[config.mk]
export PLATFORM = sky130hd
export DESIGN_NAME = data_array_rd_pipe
export DESIGN_NICKNAME = d
export VERILOG_FILES = /design/src/rtl/data_array_rd_pipe.sv
export SDC_FILE = /design/constraint.sdc
export NUM_CORES = 1
export LEC_CHECK = 0
export BUFFER_PORTS_ARGS = -buffer_cell sky130_fd_sc_hd__buf_2
export CAP_MARGIN = 20
export CORE_MARGIN = 3
export CORE_UTILIZATION = 30
export DETAILED_ROUTE_END_ITERATION = 7
export HOLD_SLACK_MARGIN = 0.15
export PLACE_DENSITY_LB_ADDON = 0.2
export SYNTH_ARGS = -nofsm -noshare
export SYNTH_HDL_FRONTEND = slang
export SYNTH_SLANG_ARGS = --single-unit
[constraint.sdc]
create_clock -name clock -period 18.5 [get_ports clock]
set_input_delay 3.7 -clock clock [delete_from_list [all_inputs] [get_ports clock]]
set_output_delay 3.7 -clock clock [all_outputs]
set_load 0.02 [all_outputs]
[src/rtl/data_array_rd_pipe.sv]
// Read-side controller for the 256x256 banked data array: issues tagged reads on R0, buffers
// returned lines in a credit-managed response FIFO. Optional perf counters: DATA_ARRAY_RD_PERF_EN.
module data_array_rd_pipe #(
    parameter int unsigned ADDR_W = 8,
    parameter int unsigned DATA_W = 256,
    parameter int unsigned TAG_W  = 6,
    parameter int unsigned DEPTH  = 2
) (
    input  logic              clock,
    input  logic              reset,
    input  logic              req_valid,
    output logic              req_ready,
    input  logic [ADDR_W-1:0] req_addr,
    input  logic [TAG_W-1:0]  req_tag,
    output logic              R0_en,
    output logic [ADDR_W-1:0] R0_addr,
    input  logic [DATA_W-1:0] R0_data,
    output logic              rsp_valid,
    input  logic              rsp_ready,
    output logic [DATA_W-1:0] rsp_data,
    output logic [TAG_W-1:0]  rsp_tag
`ifdef DATA_ARRAY_RD_PERF_EN
    ,
    output logic [31:0]       perf_reads,
    output logic [31:0]       perf_stall
`endif
);

    localparam int unsigned PTR_W = $clog2(DEPTH);
    localparam int unsigned CNT_W = $clog2(DEPTH + 1);
    localparam int unsigned OCC_W = CNT_W + 1;

    typedef struct packed {
        logic [TAG_W-1:0]  tag;
        logic [DATA_W-1:0] data;
    } rsp_entry_t;

    rsp_entry_t        fifo_mem [DEPTH];
    logic              inflight;
    logic [TAG_W-1:0]  inflight_tag;
    logic [PTR_W-1:0]  wr_ptr;
    logic [PTR_W-1:0]  rd_ptr;
    logic [CNT_W-1:0]  count;
    logic              fire;
    logic              pop;
    logic              push;
    logic [OCC_W-1:0]  occ;

    function automatic logic [PTR_W-1:0] ptr_inc(input logic [PTR_W-1:0] p);
        return (p == PTR_W'(DEPTH - 1)) ? '0 : p + PTR_W'(1);
    endfunction

    // A credit covers both the read in flight and the buffered lines; a same-cycle pop frees one.
    always_comb begin
        rsp_valid = (count != '0);
        pop       = rsp_valid & rsp_ready;
        push      = inflight;
        occ       = OCC_W'(inflight) + OCC_W'(count) - OCC_W'(pop);
        req_ready = (occ < OCC_W'(DEPTH)) & ~reset;
        fire      = req_valid & req_ready;
        R0_en     = fire;
        R0_addr   = req_addr;
        rsp_data  = fifo_mem[rd_ptr].data;
        rsp_tag   = fifo_mem[rd_ptr].tag;
    end

    always_ff @(posedge clock or posedge reset) begin
        if (reset) begin
            inflight <= 1'b0;
            count    <= '0;
            wr_ptr   <= '0;
            rd_ptr   <= '0;
        end else begin
            inflight <= fire;
            if (push) wr_ptr <= ptr_inc(wr_ptr);
            if (pop)  rd_ptr <= ptr_inc(rd_ptr);
            case ({push, pop})
                2'b10:   count <= count + CNT_W'(1);
                2'b01:   count <= count - CNT_W'(1);
                default: count <= count;
            endcase
        end
    end

    // Capture runs unconditionally on push: the credit check guarantees a free slot.
    always_ff @(posedge clock) begin
        if (fire) inflight_tag <= req_tag;
        if (push) fifo_mem[wr_ptr] <= '{tag: inflight_tag, data: R0_data};
    end

`ifdef DATA_ARRAY_RD_PERF_EN
    always_ff @(posedge clock or posedge reset) begin
        if (reset) begin
            perf_reads <= '0;
            perf_stall <= '0;
        end else begin
            if (fire && (perf_reads != 32'hFFFF_FFFF)) perf_reads <= perf_reads + 32'd1;
            if (rsp_valid && !rsp_ready && (perf_stall != 32'hFFFF_FFFF)) perf_stall <= perf_stall + 32'd1;
        end
    end
`endif

    occupancy_bound: assert property (@(posedge clock) disable iff (reset)
        (OCC_W'(inflight) + OCC_W'(count)) <= OCC_W'(DEPTH));

endmodule

# After elaboration in Yosys (flattened, before gate mapping)
# Memory sizes are Yosys's and may differ from the RTL's.
# Index checks and enable logic that the tools add are counted.
[word_totals] ramBits=524 latch_bits=0 output_inout_bits=273 mem_count=1 rom_bits=0 reg_bits=11
[memory_table] memory="fifo_mem" words=2 width=262 rd=1 rd_ports_with_merged_regs=0 wr=1 line="38" rtl="rsp_entry_t fifo_mem [DEPTH];"
[op_classes] shift=0 muxes=5 addsub=6 div=0 n_bitwise=4 n_mul=0 n_lt_le_gt_ge=1 reduce_logical=2 n_eq_ne=2
[ops] operator="$mux W1" count=4
[ops] operator="$pmux W2 S2" count=1
[ops] operator="$reduce_bool A2 Y1" count=2
[ops] operator="$add A1 B2 Y3" count=1
[ops] operator="$and A1 B1 Y1" count=3
[ops] operator="$lt A3 B2 Y1 const B" count=1
[ops] operator="$sub A3 B1 Y3" count=1
[ops] operator="$add A1 B1 Y1 const B" count=2
[ops] operator="$add A2 B1 Y2 const B" count=1
[ops] operator="$eq A2 B1 Y1 const B" count=1
[ops] operator="$eq A2 B2 Y1 const B" count=1
[ops] operator="$sub A2 B1 Y2 const B" count=1
[ops] operator="$not A1 Y1" count=1

# Depth between registers and ports, before layout
[logic_depth] depth_word=6 depth_mapped=6 mapped_depth_nobuf=6

# Least setup slack after synthesis
# Ideal clock, no wire load.
[synth_timing] path_type="register to register" start="register inflight" end="memory fifo_mem[0][0] in the netlist's numbering (enable)" setup_slack_ps=5549 n_path_buf=1 period_less_slack_ps=12951 path_stages_with_launch=3 t_arrival_ps=12030 setup_time_ps=921 required_ps=17579 cell_sequence="dfrtp_1 clkbuf_1 nor2b_1"
[synth_between] elab_chain_cells=2
[synth_lines] item="start, declared" line="39" rtl="logic inflight;"
[synth_lines] item="start signal, assigned" line="74" rtl="inflight <= fire;"
[synth_lines] item="$mux W1" line="88" rtl="if (push) fifo_mem[wr_ptr] <= '{tag: inflight_tag, data: R0_data};"
[synth_lines] item="$mux W1 (not written as such)" line="88"
[synth_lines] item="end, declared" line="38"
# Every way passes these cells.

# Final worst setup path
[layout_timing] start="input port rsp_ready" end="output port R0_en"
[layout_between] elab_chain_cells=5
[layout_lines] item="start, declared" line="19" rtl="input logic rsp_ready,"
[layout_lines] item="$and A1 B1 Y1" line="56" rtl="pop = rsp_valid & rsp_ready;"
[layout_lines] item="$sub A3 B1 Y3" line="58" rtl="occ = OCC_W'(inflight) + OCC_W'(count) - OCC_W'(pop);"
[layout_lines] item="$lt A3 B2 Y1" line="59" rtl="req_ready = (occ < OCC_W'(DEPTH)) & ~reset;"
[layout_lines] item="$and A1 B1 Y1" line="59"
[layout_lines] item="$and A1 B1 Y1" line="60" rtl="fire = req_valid & req_ready;"
[layout_lines] item="end, declared" line="15" rtl="output logic R0_en,"
# Every way passes these cells.

==> impl_metrics.py <==
metrics = {
    "sta": {
        "min_period_ns": 9.295,
        "fin_ws_ns": 9.205,
        "fmax_mhz": 107.6,
        "min_period_over_period_pct": 50.24,
        "finClkSkew_ns": 0.01140,
        "rsz0062_at_grt": "false",
        "worst_pin_slew_ns": 1.073,
        "slew_viol_final": 0,
        "slew_headroom_pct": 28.48,
        "setup_violations": 0,
        "hold_viol_final": 0,
        "setup_tns_ns": 0,
    },
    "place": {
        "dp_hpwl_um": 30870,
        "place_congestion": 0.7266,
        "io_buffers": 530,
        "pre_cts_ws_ns": 9.201,
    },
    "layout": {
        "nFillCells": 6103,
        "synthToLayoutAreaGrowth_pct": 27.07,
        "fin_nets": 1695,
        "drive_gt1_share_pct": 60.30,
    },
    "drt": {
        "detail_route.drc_violations": 0,
        "vias": 9936,
        "vias_per_cell": 4.264,
        "wl_per_cell_um": 19.77,
        "routed_wl_um": 46070,
        "drt_iter0_drc": 521,
        "ant_nets": 0,
        "firstDrtPassIters": 4,
    },
    "cts": {
        "cts_tree": "yes",
        "htreeDepth": 2,
        "cts_root_buffer": "clkbuf_16",
        "post-cts-setup-buffers": 0,
        "clk_latency_ns": 0.60,
        "numClockSinks": 535,
        "postCtsHoldBufs": 0,
        "cts_made_buffers": 58,
        "clock_path_buffers": 3,
        "cts.clk_slew.worst_paths_ns": 0.06,
        "ctsResizeCount": 0,
    },
    "floorplanning": {
        "core_mm2": 0.06470,
        "start_util_pct": 30.43,
        "rows": 93,
        "io_pins": 547,
        "die_area_mm2": 0.06873,
        "die_x_um": 262.2,
        "die_h_um": 262.2,
    },
    "power": {
        "powerDensity_mw_per_mm2": 147.9,
        "share_comb_of_total_power_pct": 29.5,
        "switching_power_mw": 1.151,
        "leakage_nw": 9.309,
        "power.share.clock_pct": 28.6,
        "p_int_mw": 2.548,
        "vdd_drop_max_mv": 0.08390,
        "swShare_pct": 31.10,
        "seq_power_share_pct": 41.9,
    },
    "setup_path": {
        "r2r_slack_ns": 14.99,
        "worstSetupEndpointType": "primary output",
        "rr_startpoint": "inflight",
        "crit_type": "input port to primary output",
        "r2r_cells": 4,
        "start_kind": "input port",
        "arrival_ns": 5.59,
        "worstPathRequired_ns": 14.80,
        "r2r_end": "fifo_mem[0][138]",
        "path_max_fanout": 8,
    },
    "synth": {
        "ys_seq_elements": 535,
        "synth_top_cell_area_share_pct": 80.84,
        "synth_top_area_cell": "edfxtp_1",
        "ys_warn_count": 0,
        "synth.distinct_cells": 23,
        "synth_area_mm2": 0.01969,
        "synth_seq_area_share_pct": 81.48,
        "synth_cells": 856,
        "synthTopCellsByArea": "edfxtp_1 81%, mux2_2 11%, mux2_4 5.3%",
        "syn_nets": 1131,
        "syn_avg_cell_area_um2": 23.00,
    },
    "global_routing": {
        "gr-total-overflow": 0,
        "antenna_found_initial": 16,
        "grt_util_all_layers_pct": 12.51,
        "grt_max_degree": 146,
        "grt_pass1_vias": 10480,
        "grt_pass1_wl_um": 64420,
    },
    "hold_path": {
        "holdCritPathClass": "flip-flop to flip-flop",
        "worstHoldStart": "inflight_tag[5]",
        "holdPathEnd": "fifo_mem[1][261]",
        "holdPathStages": 0,
    },
    "outcome": {
        "status": "completed",
    },
    "run": {
        "drv_cap": 0,
    },
}
-- critical path: stages --
cell and delay, ns:
buf_2 0.12, nor2b_1 0.23, o21ai_0 0.19, fa_1 0.45
xnor2_1 0.16, and3_1 0.18, and2_1 0.14, buf_4 0.19
buf_2 0.21
-- layout by cell type (no fill, tap or decap), types with 2 or more instances in the layout --
master and n:
edfxtp_1 530, diode_2 9, clkbuf_1 14, mux2_4 70
mux2_2 192, nor2_1 2, buf_2 530, xnor2_1 3
bufinv_16 2, buf_4 10, dfrtp_1 4, clkinv_1 16
clkinv_2 12, clkbuf_16 59, nand2_1 2
-- state kept, by name (all words and copies together) (netlist names) --
name and cells:
inflight 1, rd_ptr 1, wr_ptr 1, count 2, inflight_tag 6, fifo_mem 524
-- Yosys cell counts (all sizes together) --
master	n
edfxtp	530
mux2	262
buf	37
dfrtp	5
xnor2	3
and2	2
nand2	2
nor2	2
nor2b	2
a21oi	1
and3	1
and3b	1
clkbuf	1
fa	1
inv	1
mux2i	1
nand2b	1
o21ai	1
or2	1
xor2	1
-- cell families (layout without fill, tap and decap cells) --
group / after synthesis / after routing / share of synthesized area [%]
buffers and inverters: 39 / 649 / 1.475
XOR/XNOR: 4 / 4 / 0.1780
AO/OA/AOI/OAI: 2 / 2 / 0.05080
adder cells (fa/ha/maj): 1 / 1 / 0.1017
flip-flops: 535 / 535 / 81.48
multiplexers: 263 / 263 / 16.37
AND/OR/NAND/NOR: 12 / 12 / 0.3433
other: 0 / 9 / 0
-- stage by stage --
stage | hold WS (ns) | instance area, µm² | util (%) | total power, mW | std cells
after floorplan | 0.4215 | 19690 | - | 2.397 | 856
after global placement | 0.4248 | 23230 | 35.91 | 2.689 | 2214
after detailed placement | 0.4365 | 23230 | 35.91 | 2.695 | 2214
after CTS | 0.4470 | 24970 | 38.59 | 3.776 | 2320
after global routing | 0.4618 | 25000 | 38.65 | 3.878 | 2325
final | 0.4430 | 25020 | 38.67 | 3.699 | 2330
-- how the worst max path moves through the flow --
| stage | startpoint | slack (ns) | endpoint |
|---|---|---|---|
| finish | rsp_ready | 9.21 | R0_en |
| global route | rsp_ready | 9.10 | R0_en |
| CTS | rsp_ready | 9.20 | R0_en |
| detailed placement | rsp_ready | 9.20 | R0_en |
| global placement | rsp_ready | 9.30 | R0_en |
| floorplan | inflight | 5.55 | fifo_mem[0][0] |
-- power groups by stage --
stage	Clock [mW]	Sequential, mW	Combinational (mW)
5_1_grt	1.15	1.57	1.16
3_5_place_dp	0	1.58	1.11
6_report	1.06	1.55	1.09
2_1_floorplan	0	1.60	0.796
4_1_cts	1.10	1.55	1.12
3_3_place_gp	0	1.57	1.12
-- area by class of cell --
type / count / area (µm²) / share of cell area, %
multi-input cells: 282 / 3366 / 13.45
flip-flops and latches: 535 / 16040 / 64.14
repair buffers: 542 / 2775 / 11.09
clock inverters: 33 / 205.2 / 0.8203
inverters: 1 / 3.754 / 0.01501
diodes: 9 / 22.52 / 0.09003
clock buffers: 73 / 1529 / 6.112
well taps: 855 / 1070 / 4.277
-- per-layer routing --
metal	up-vias	track usage [%]	share of wire (%)
met5	-	0	0.17
met4	14	4.074	2.5
met3	90	5.531	9.8
met2	330	21.81	52
met1	4954	13.62	36
li1	4548	-	-
(Power assumes the default switching activity.)
